File: config.mk
export PLATFORM = sky130hd
export DESIGN_NAME = hazard_ctrl_flat
export DESIGN_NICKNAME = d
export VERILOG_FILES = /design/src/rtl/hazard_ctrl_if.sv /design/src/rtl/hazard_ctrl.sv /design/src/flat_wrapper.sv
export SDC_FILE = /design/constraint.sdc
export NUM_CORES = 1
export LEC_CHECK = 0
export CAP_MARGIN = 15
export CORE_MARGIN = 5
export CORE_UTILIZATION = 48
export CTS_CLUSTER_SIZE = 28
export DETAILED_ROUTE_END_ITERATION = 16
export PLACE_DENSITY_LB_ADDON = 0.3
export SETUP_SLACK_MARGIN = 0.5
export SYNTH_ARGS = -nofsm -noshare
export SYNTH_HDL_FRONTEND = slang
export SYNTH_SLANG_ARGS = --single-unit
File: constraint.sdc
create_clock -name clk -period 3.52 [get_ports clk]
set_input_delay 0.704 -clock clk [delete_from_list [all_inputs] [get_ports clk]]
set_output_delay 0.704 -clock clk [all_outputs]
set_load 0.02 [all_outputs]
File: src/rtl/hazard_ctrl_if.sv
// Pipeline-to-hazard-unit bundle: pipeline register fields in, stall/flush/forward controls
// and status out.
interface hazard_ctrl_if;
  logic [4:0]  id_rs1, id_rs2, ex_rs1, ex_rs2, ex_rd, mem_rd, wb_rd;
  logic        ex_mem_read, mem_reg_write, wb_reg_write;
  logic        ex_branch_taken, mem_access, dmem_ready, clr_cnt;
  logic        pc_en, if_id_en, id_ex_en, ex_mem_en;
  logic        if_id_flush, id_ex_flush, mem_wb_flush;
  logic [1:0]  fwd_a, fwd_b, state;
  logic        mem_timeout;
  logic [15:0] stall_cnt, flush_cnt;

  modport master (
    output id_rs1, id_rs2, ex_rs1, ex_rs2, ex_rd, mem_rd, wb_rd,
           ex_mem_read, mem_reg_write, wb_reg_write,
           ex_branch_taken, mem_access, dmem_ready, clr_cnt,
    input  pc_en, if_id_en, id_ex_en, ex_mem_en,
           if_id_flush, id_ex_flush, mem_wb_flush,
           fwd_a, fwd_b, state, mem_timeout, stall_cnt, flush_cnt
  );

  modport slave (
    input  id_rs1, id_rs2, ex_rs1, ex_rs2, ex_rd, mem_rd, wb_rd,
           ex_mem_read, mem_reg_write, wb_reg_write,
           ex_branch_taken, mem_access, dmem_ready, clr_cnt,
    output pc_en, if_id_en, id_ex_en, ex_mem_en,
           if_id_flush, id_ex_flush, mem_wb_flush,
           fwd_a, fwd_b, state, mem_timeout, stall_cnt, flush_cnt
  );
endinterface

File: src/rtl/hazard_ctrl.sv
// 5-stage pipeline hazard unit: operand forwarding, load-use stall, branch flush,
// data-memory wait freeze with timeout fault, and saturating stall/flush counters.
module hazard_ctrl #(
  parameter int MEM_TIMEOUT = 16
) (
  input  logic         clk,
  input  logic         rst,
  hazard_ctrl_if.slave hz
);

  localparam int WAIT_W = $clog2(MEM_TIMEOUT + 1);

  typedef enum logic [1:0] {
    RUN      = 2'b00,
    MEM_WAIT = 2'b01,
    FAULT    = 2'b10
  } state_t;

  state_t            state_q, state_d;
  logic [WAIT_W-1:0] wait_cnt;
  logic [WAIT_W:0]   wait_inc;
  logic              not_ready, freeze, load_use, wait_expire;
  logic              branch_apply, load_use_apply, stall_inc;

  // EX/MEM result is younger than MEM/WB, so it wins when both match.
  function automatic logic [1:0] fwd_sel(input logic [4:0] rs,
                                         input logic [4:0] m_rd, input logic m_we,
                                         input logic [4:0] w_rd, input logic w_we);
    if (m_we && (m_rd != 5'd0) && (m_rd == rs))
      return 2'b10;
    else if (w_we && (w_rd != 5'd0) && (w_rd == rs))
      return 2'b01;
    else
      return 2'b00;
  endfunction

  assign hz.fwd_a = fwd_sel(hz.ex_rs1, hz.mem_rd, hz.mem_reg_write, hz.wb_rd, hz.wb_reg_write);
  assign hz.fwd_b = fwd_sel(hz.ex_rs2, hz.mem_rd, hz.mem_reg_write, hz.wb_rd, hz.wb_reg_write);

  assign load_use = hz.ex_mem_read && (hz.ex_rd != 5'd0) &&
                    ((hz.ex_rd == hz.id_rs1) || (hz.ex_rd == hz.id_rs2));

  assign not_ready      = hz.mem_access && !hz.dmem_ready;
  assign freeze         = (state_q == FAULT) || not_ready;
  assign branch_apply   = !freeze && hz.ex_branch_taken;
  assign load_use_apply = !freeze && !hz.ex_branch_taken && load_use;
  assign stall_inc      = load_use_apply || (freeze && (state_q != FAULT));

  assign wait_inc    = {1'b0, wait_cnt} + {{WAIT_W{1'b0}}, 1'b1};
  assign wait_expire = (wait_inc == (WAIT_W + 1)'(MEM_TIMEOUT));

  always_ff @(posedge clk) begin
    if (rst)
      state_q <= RUN;
    else
      state_q <= state_d;
  end

  always_comb begin
    state_d = state_q;
    case (state_q)
      RUN, MEM_WAIT: begin
        if (not_ready)
          state_d = wait_expire ? FAULT : MEM_WAIT;
        else
          state_d = RUN;
      end
      FAULT:   state_d = FAULT;
      default: state_d = RUN;
    endcase
  end

  // Freeze outranks branch, which outranks load-use; a branch squashes the stalled instruction anyway.
  always_comb begin
    hz.pc_en        = 1'b1;
    hz.if_id_en     = 1'b1;
    hz.id_ex_en     = 1'b1;
    hz.ex_mem_en    = 1'b1;
    hz.if_id_flush  = 1'b0;
    hz.id_ex_flush  = 1'b0;
    hz.mem_wb_flush = 1'b0;
    if (freeze) begin
      hz.pc_en        = 1'b0;
      hz.if_id_en     = 1'b0;
      hz.id_ex_en     = 1'b0;
      hz.ex_mem_en    = 1'b0;
      hz.mem_wb_flush = 1'b1;
    end else if (branch_apply) begin
      hz.if_id_flush = 1'b1;
      hz.id_ex_flush = 1'b1;
    end else if (load_use_apply) begin
      hz.pc_en       = 1'b0;
      hz.if_id_en    = 1'b0;
      hz.id_ex_flush = 1'b1;
    end
  end

  assign hz.state       = state_q;
  assign hz.mem_timeout = (state_q == FAULT);

  // Counts consecutive not-ready cycles; held once in FAULT so it cannot wrap.
  always_ff @(posedge clk) begin
    if (rst || !freeze)
      wait_cnt <= '0;
    else if (not_ready && (state_q != FAULT))
      wait_cnt <= wait_inc[WAIT_W-1:0];
  end

  always_ff @(posedge clk) begin
    if (rst || hz.clr_cnt) begin
      hz.stall_cnt <= 16'd0;
      hz.flush_cnt <= 16'd0;
    end else begin
      if (stall_inc && (hz.stall_cnt != 16'hFFFF))
        hz.stall_cnt <= hz.stall_cnt + 16'd1;
      if (branch_apply && (hz.flush_cnt != 16'hFFFF))
        hz.flush_cnt <= hz.flush_cnt + 16'd1;
    end
  end

endmodule

File: src/flat_wrapper.sv
// flat-port wrapper written by rule: the top's interface ports become plain ports
module hazard_ctrl_flat 
#(
  parameter int MEM_TIMEOUT = 16
)
  (clk, rst, hz_id_rs1, hz_id_rs2, hz_ex_rs1, hz_ex_rs2, hz_ex_rd, hz_mem_rd, hz_wb_rd, hz_ex_mem_read, hz_mem_reg_write, hz_wb_reg_write, hz_ex_branch_taken, hz_mem_access, hz_dmem_ready, hz_clr_cnt, hz_pc_en, hz_if_id_en, hz_id_ex_en, hz_ex_mem_en, hz_if_id_flush, hz_id_ex_flush, hz_mem_wb_flush, hz_fwd_a, hz_fwd_b, hz_state, hz_mem_timeout, hz_stall_cnt, hz_flush_cnt);
  hazard_ctrl_if hz_i ();
  input  logic clk;
  input  logic rst;
  input wire logic [$bits(hz_i.id_rs1)-1:0] hz_id_rs1;
  input wire logic [$bits(hz_i.id_rs2)-1:0] hz_id_rs2;
  input wire logic [$bits(hz_i.ex_rs1)-1:0] hz_ex_rs1;
  input wire logic [$bits(hz_i.ex_rs2)-1:0] hz_ex_rs2;
  input wire logic [$bits(hz_i.ex_rd)-1:0] hz_ex_rd;
  input wire logic [$bits(hz_i.mem_rd)-1:0] hz_mem_rd;
  input wire logic [$bits(hz_i.wb_rd)-1:0] hz_wb_rd;
  input wire logic [$bits(hz_i.ex_mem_read)-1:0] hz_ex_mem_read;
  input wire logic [$bits(hz_i.mem_reg_write)-1:0] hz_mem_reg_write;
  input wire logic [$bits(hz_i.wb_reg_write)-1:0] hz_wb_reg_write;
  input wire logic [$bits(hz_i.ex_branch_taken)-1:0] hz_ex_branch_taken;
  input wire logic [$bits(hz_i.mem_access)-1:0] hz_mem_access;
  input wire logic [$bits(hz_i.dmem_ready)-1:0] hz_dmem_ready;
  input wire logic [$bits(hz_i.clr_cnt)-1:0] hz_clr_cnt;
  output wire logic [$bits(hz_i.pc_en)-1:0] hz_pc_en;
  output wire logic [$bits(hz_i.if_id_en)-1:0] hz_if_id_en;
  output wire logic [$bits(hz_i.id_ex_en)-1:0] hz_id_ex_en;
  output wire logic [$bits(hz_i.ex_mem_en)-1:0] hz_ex_mem_en;
  output wire logic [$bits(hz_i.if_id_flush)-1:0] hz_if_id_flush;
  output wire logic [$bits(hz_i.id_ex_flush)-1:0] hz_id_ex_flush;
  output wire logic [$bits(hz_i.mem_wb_flush)-1:0] hz_mem_wb_flush;
  output wire logic [$bits(hz_i.fwd_a)-1:0] hz_fwd_a;
  output wire logic [$bits(hz_i.fwd_b)-1:0] hz_fwd_b;
  output wire logic [$bits(hz_i.state)-1:0] hz_state;
  output wire logic [$bits(hz_i.mem_timeout)-1:0] hz_mem_timeout;
  output wire logic [$bits(hz_i.stall_cnt)-1:0] hz_stall_cnt;
  output wire logic [$bits(hz_i.flush_cnt)-1:0] hz_flush_cnt;
  assign hz_i.id_rs1 = hz_id_rs1;
  assign hz_i.id_rs2 = hz_id_rs2;
  assign hz_i.ex_rs1 = hz_ex_rs1;
  assign hz_i.ex_rs2 = hz_ex_rs2;
  assign hz_i.ex_rd = hz_ex_rd;
  assign hz_i.mem_rd = hz_mem_rd;
  assign hz_i.wb_rd = hz_wb_rd;
  assign hz_i.ex_mem_read = hz_ex_mem_read;
  assign hz_i.mem_reg_write = hz_mem_reg_write;
  assign hz_i.wb_reg_write = hz_wb_reg_write;
  assign hz_i.ex_branch_taken = hz_ex_branch_taken;
  assign hz_i.mem_access = hz_mem_access;
  assign hz_i.dmem_ready = hz_dmem_ready;
  assign hz_i.clr_cnt = hz_clr_cnt;
  assign hz_pc_en = hz_i.pc_en;
  assign hz_if_id_en = hz_i.if_id_en;
  assign hz_id_ex_en = hz_i.id_ex_en;
  assign hz_ex_mem_en = hz_i.ex_mem_en;
  assign hz_if_id_flush = hz_i.if_id_flush;
  assign hz_id_ex_flush = hz_i.id_ex_flush;
  assign hz_mem_wb_flush = hz_i.mem_wb_flush;
  assign hz_fwd_a = hz_i.fwd_a;
  assign hz_fwd_b = hz_i.fwd_b;
  assign hz_state = hz_i.state;
  assign hz_mem_timeout = hz_i.mem_timeout;
  assign hz_stall_cnt = hz_i.stall_cnt;
  assign hz_flush_cnt = hz_i.flush_cnt;
  hazard_ctrl #(.MEM_TIMEOUT(MEM_TIMEOUT)) u_core (.clk(clk), .rst(rst), .hz(hz_i));
endmodule
==> flow_summary.ini, run 1 <==
[outcome]
outcome = complete, no violations

[synth]
synth.yosys.warnings = 0
synth_seq_area_share = 0.333
synth_common_cells = dfxtp_1 (39), nor2_1 (28), xnor2_1 (26)
synth.area.top_cells = dfxtp_1 (33%), xnor2_1 (9.7%), xor2_1 (5.6%)
syn_nets = 342
post-synth-top-area-cell = dfxtp_1
postSynthAreaPerCell_um2 = 7.95
syn_area_um2 = 2350
synth_seq_cells = 39
synth_top_area_share = 0.333
synth-edff-count = 0
synthesis.instances = 295
synthMostInstantiatedCell = dfxtp_1
prevailing_post_synth_register_cell = dfxtp_1
synth.distinct_cells = 41
postSynth.asyncResetShare = 0

[timing]
timing_worst_slew_pin_value_ns = 0.688
grt_setup_unrepaired = yes
timing_max_transition_violations_final = 0
min_period_over_period = 0.882
totalNegativeSetupSlack_ns = 0
finalSetupViolCount = 0
final_hold_viol_count = 0
fmaxAchievable_mhz = 322
final.min_clock_period_ns = 3.10
worst_hold_slack_ns = 0.480
final_clock_skew_ns = 0.00747
max-slew-margin-rel = 0.538

[critical_path]
critPathKind = primary input to output port
r2r-start = u_core.hz.state[0]
reg2reg_setup_slack_ns = 1.28
timing.rr.end = u_core.hz.stall_cnt[12]
critPathLaunchType = primary input
critPathCaptureType = output port
largest_driver_fanout_on_the_critical_path = 2
critical_path_arrival_ns = 2.40
r2r_cells = 8
critPathRequiredTime_ns = 2.82

[hold_path]
whs_path_depth = 1
hold-path-endpoint = u_core.hz.state[0]
worst_hold_path_type = flip-flop to flip-flop
min_from = u_core.hz.state[1]

[pwr]
power.density_nw_per_um2 = 260
p_clk_frac = 0.316
pwr-share-comb = 0.194
switching_share_of_total_power = 0.259
seq_power_share = 0.490
power.ir.vdd_worst_mv = 0.255
power_switching_w = 0.000235
p_int_w = 0.000675
static-leakage-power_nw = 1.24

[global_routing]
grt_pass1_wl_um = 10600
global_route.usage.total = 0.203
first_global_vias = 2370
number_of_antenna_violations_at_the_first_check_in_global_routing = 0
globalRouteOverflowTotal = 0
grt_start_max_net_pins = 33

[routing]
drt_wl_total_um = 6620
route.vias.total = 2463
first_iter_violations = 101
wl_per_cell_um = 14.4
first_pass_iters = 4
total_drc_errors_in_the_routed_layout = 0
via_density_per_instance = 5.37
ant_nets = 0

[floorplanning]
rows = 25
chipWidth_um = 79.9
initial_cell_density_of_the_core = 0.497
chipHeight_um = 79.9
core_area_um2 = 4720
die_area_um2 = 6390
top_level_ports = 90

[final_layout]
finalNetCount = 438
areaGrowthSynthToFinish_pct = 49.4
diodes = 0
drive_gt1_frac = 0.110

[clocking]
cts.htree.levels = 2
numCtsBuffers = 5
sinks_on_the_clock_net = 39
cts.clk_slew.worst_paths_ns = 0.08
ctsLongestPathBuffers = 2
root_buffer = clkbuf_8
tritoncts = yes
insertion_delay_ns = 0.28
cts.repair_timing.setup_buffer_count = 0

[placed_design]
placement.io_buffers = 89
post-dp-hpwl_um = 5010
gpl_wtd_cong = 0.931

[run]
timing.max_cap.violations = 0
critical path: stages:
cell and delay (ns):
clkdlybuf4s50_1 0.47, or4_1 0.14, o21ai_2 0.07, or4_1 0.46
nor4_2 0.33, buf_2 0.22
placed cells by master (no fill, tap or decap), types with 10 or more instances in the layout:
| master | instances |
|---|---|
| clkdlybuf4s50_1 | 70 |
| dfxtp_1 | 39 |
| nor2_1 | 28 |
| xnor2_1 | 26 |
| a21oi_1 | 24 |
| nand3_1 | 18 |
| nand2_1 | 18 |
| o21ai_0 | 18 |
| or3_1 | 17 |
| xor2_1 | 15 |
| buf_4 | 14 |
| dlymetal6s2s_1 | 10 |
worst max path at each step:
| stage | startpoint | cells past startpoint | endpoint |
|---|---|---|---|
| floorplan | hz_mem_rd[1] | 4 | hz_fwd_a[0] |
| global placement | hz_mem_rd[1] | 6 | hz_fwd_a[0] |
| detailed placement | hz_mem_rd[1] | 6 | hz_fwd_b[0] |
| CTS | hz_mem_rd[1] | 6 | hz_fwd_b[0] |
| global route | hz_wb_rd[3] | 6 | hz_fwd_a[0] |
| finish | hz_wb_rd[3] | 6 | hz_fwd_a[0] |
metrics by stage:
step	std cells	worst slack [ns]	total power, W	utilization	instance area (um2)
2_1_floorplan	295	0.699	0.000531	-	2360
3_3_place_gp	451	-0.0520	0.000620	0.710	3350
3_5_place_dp	451	-0.0802	0.000623	0.710	3350
4_1_cts	459	0.253	0.000907	0.726	3430
5_1_grt	459	0.376	0.000945	0.742	3510
6_report	459	0.416	0.000910	0.742	3510
metal layers:
layer / routed length, um / share of wire / vias to the layer above / global-route usage
met3: 235 / 0.036 / 10 / 0.0361
met1: 2820 / 0.43 / 1154 / 0.245
met4: 102 / 0.015 / 0 / 0.0524
met5: 0 / 0 / - / 0
li1: - / - / 1246 / -
met2: 3460 / 0.52 / 53 / 0.367
sequential cells by signal, indices dropped and copies added, names as in the netlist:
name	count
u_core.wait_cnt	5
u_core.hz.stall_cnt	16
u_core.hz.state	2
u_core.hz.flush_cnt	16
power by group through the flow:
stage                     clock [W]  sequential (W)  combinational, W
after floorplan                   0        0.000458         0.0000738
after global placement            0        0.000456          0.000164
after detailed placement          0        0.000456          0.000167
after CTS                  0.000294        0.000446          0.000168
after global routing       0.000309        0.000446          0.000190
final                      0.000288        0.000446          0.000176
kinds of logic after synthesis:
kind of cell / count (synthesis) / share of synthesized area
flip-flops: 39 / 0.333
XOR/XNOR: 41 / 0.153
adder cells (fa/ha/maj): 3 / 0.0160
AO/OA/AOI/OAI: 60 / 0.145
multiplexers: 1 / 0.00427
AND/OR/NAND/NOR: 130 / 0.303
buffers and inverters: 21 / 0.0453
cell type report:
type                            instances  area, um2
Clock buffer                            7       76.3
Sequential cell                        39        781
Clock inverter                          1       5.00
Inverter                                8       30.0
Fill cell                             356       1220
Timing Repair Buffer                  102        985
Multi-Input combinational cell        235       1550
Tap cell                               67       83.8
repair_timing:
| action | 4_1_cts | 5_1_grt |
|---|---|---|
| gates resized for setup | 28 | 30 |
| hold buffers | 0 | 0 |
| hold endpoints to repair | 0 | 0 |
| setup endpoints to repair | 8 | 7 |
| gates cloned | 0 | 0 |
| pin swaps | 3 | 9 |
(Power assumes the default switching activity.)
==> inputs of run 2 (changes only) <==
--- a/config.mk
+++ b/config.mk
@@ -10,6 +10,7 @@
 export CORE_UTILIZATION = 48
 export CTS_CLUSTER_SIZE = 28
 export DETAILED_ROUTE_END_ITERATION = 16
+export MAX_ROUTING_LAYER = met4
 export PLACE_DENSITY_LB_ADDON = 0.3
 export SETUP_SLACK_MARGIN = 0.5
 export SYNTH_ARGS = -nofsm -noshare
==> flow_summary.ini, run 2 (synthesized netlist as in run 1, its figures left out) <==
[hold_path]
whs_path_depth = 1
hold-path-endpoint = u_core.hz.state[0]
min_from = u_core.hz.state[1]
worst_hold_path_type = flip-flop to flip-flop

[global_routing]
met1_usage = 0.246
globalRouteOverflowTotal = 0
grt.busiest_layer = met2
grt_pass1_wl_um = 10600
global_route.usage.total = 0.208
globalRouteMet2Util = 0.367
grt_start_max_net_pins = 33
number_of_antenna_violations_at_the_first_check_in_global_routing = 0
first_global_vias = 2374
global_route.usage.met3 = 0.0339

[critical_path]
r2r-start = u_core.hz.state[0]
worst_path_max_delay_cell = clkdlybuf4s50_1
critPathRequiredTime_ns = 2.82
worst_path_dominant_cell_family = simple AND/OR/NAND/NOR gates
critPathKind = primary input to output port
crit_chain = clkdlybuf4s50_1, or4_1, o21ai_2, or4_1, nor4_2, buf_2
critPathLaunchType = primary input
critPathCaptureType = output port
reg2reg_setup_slack_ns = 1.29
setup.worst_path.start = hz_wb_rd[3]
r2r_cells = 8
cp.buffers_inverters = 2
critical_path_arrival_ns = 2.40
cell_repeated_most_along_the_worst_path = or4_1
slowest_delay_ns = 0.47
timing.rr.end = u_core.hz.stall_cnt[12]
path_depth = 6
largest_driver_fanout_on_the_critical_path = 2

[pwr]
power.ir.vdd_worst_mv = 0.254
static-leakage-power_nw = 1.24
power.density_nw_per_um2 = 260
p_total_w = 0.000911

[routing]
drt_wl_total_um = 6650
first_iter_violations = 99
total_drc_errors_in_the_routed_layout = 0
ant_nets = 0
wl_per_cell_um = 14.5
first_pass_iters = 4
route.vias.total = 2464
via_density_per_instance = 5.37

[outcome]
outcome = complete, no violations

[final_layout]
finalNetCount = 438
layout.cells.most_common_list = clkdlybuf4s50_1 (70), dfxtp_1 (39), nor2_1 (28), xnor2_1 (26), a21oi_1 (24)
diodes = 0
area.sequential_um2 = 781
final_cell_area_um2 = 3510
postLayoutCoreUtil = 0.742
fill_cells = 356
multiInputGateArea_um2 = 1550
reg_top3 = u_core.hz.flush_cnt (16), u_core.hz.stall_cnt (16), u_core.wait_cnt (5)
layout_commonest_cell = clkdlybuf4s50_1
drive_gt1_frac = 0.110
areaGrowthSynthToFinish_pct = 49.4

[floorplanning]
chipWidth_um = 79.9
rows = 25
top_level_ports = 90
chipHeight_um = 79.9
core_area_um2 = 4720
initial_cell_density_of_the_core = 0.497
die_area_um2 = 6390

[timing]
final_clock_skew_ns = 0.00753
final_hold_viol_count = 0
timing_worst_slew_pin_value_ns = 0.690
min_period_over_period = 0.881
max-slew-margin-rel = 0.537
timing_max_transition_violations_final = 0
worst_hold_slack_ns = 0.480
fin_ws_ns = 0.419
finalSetupViolCount = 0
fmaxAchievable_mhz = 322
final.min_clock_period_ns = 3.10
grt_setup_unrepaired = yes

[clocking]
insertion_delay_ns = 0.28
ctsLongestPathBuffers = 2
numCtsBuffers = 5
tritoncts = yes
root_buffer = clkbuf_8
sinks_on_the_clock_net = 39
cts.htree.levels = 2
cts-hold-fix-buffers = 0
cts.clk_slew.worst_paths_ns = 0.08

[placed_design]
placement.io_buffers = 89
placement.setup.worst_slack_ns = -0.0802
gpl_wtd_cong = 0.947
post-dp-hpwl_um = 5010
detailed_place.area_um2 = 3350

[run]
timing.max_cap.violations = 0
[run 2: cell type report]
cell class	count	share of cell area
multi-input cells	235	0.441
repair buffers	102	0.281
flip-flops and latches	39	0.223
well taps	67	0.0239
clock buffers	7	0.0218
inverters	8	0.00857
clock inverters	1	0.00143
[run 2: metrics by stage]
step	std cells	setup TNS, ns
floorplan	295	0
global placement	451	-0.0955
detailed placement	451	-0.137
CTS	459	0
global route	459	0
finish	459	0
[run 2: repair_timing]
item,in CTS,in global routing
buffers inserted,0,0
endpoints found under the setup margin,8,7
pin swaps,3,9
resized for setup,28,30
[run 2: where the power goes]
part           internal, W  switching [W]
registers         0.000443     0.00000261
logic            0.0000924      0.0000840
clock network     0.000139       0.000149
total             0.000675       0.000236
[run 2: metal layers]
layer | up-vias | part of all wire
li1 | 1247 | -
met1 | 1152 | 0.43
met2 | 55 | 0.52
met3 | 10 | 0.033
met4 | 0 | 0.015
met5 | - | 0
[run 2: worst max path at each step]
stage	end	slack (ns)
after floorplan	hz_fwd_a[0]	0.70
after global placement	hz_fwd_a[0]	-0.05
after detailed placement	hz_fwd_b[0]	-0.08
after CTS	hz_fwd_b[0]	0.25
after global routing	hz_fwd_a[0]	0.38
final	hz_fwd_a[0]	0.42
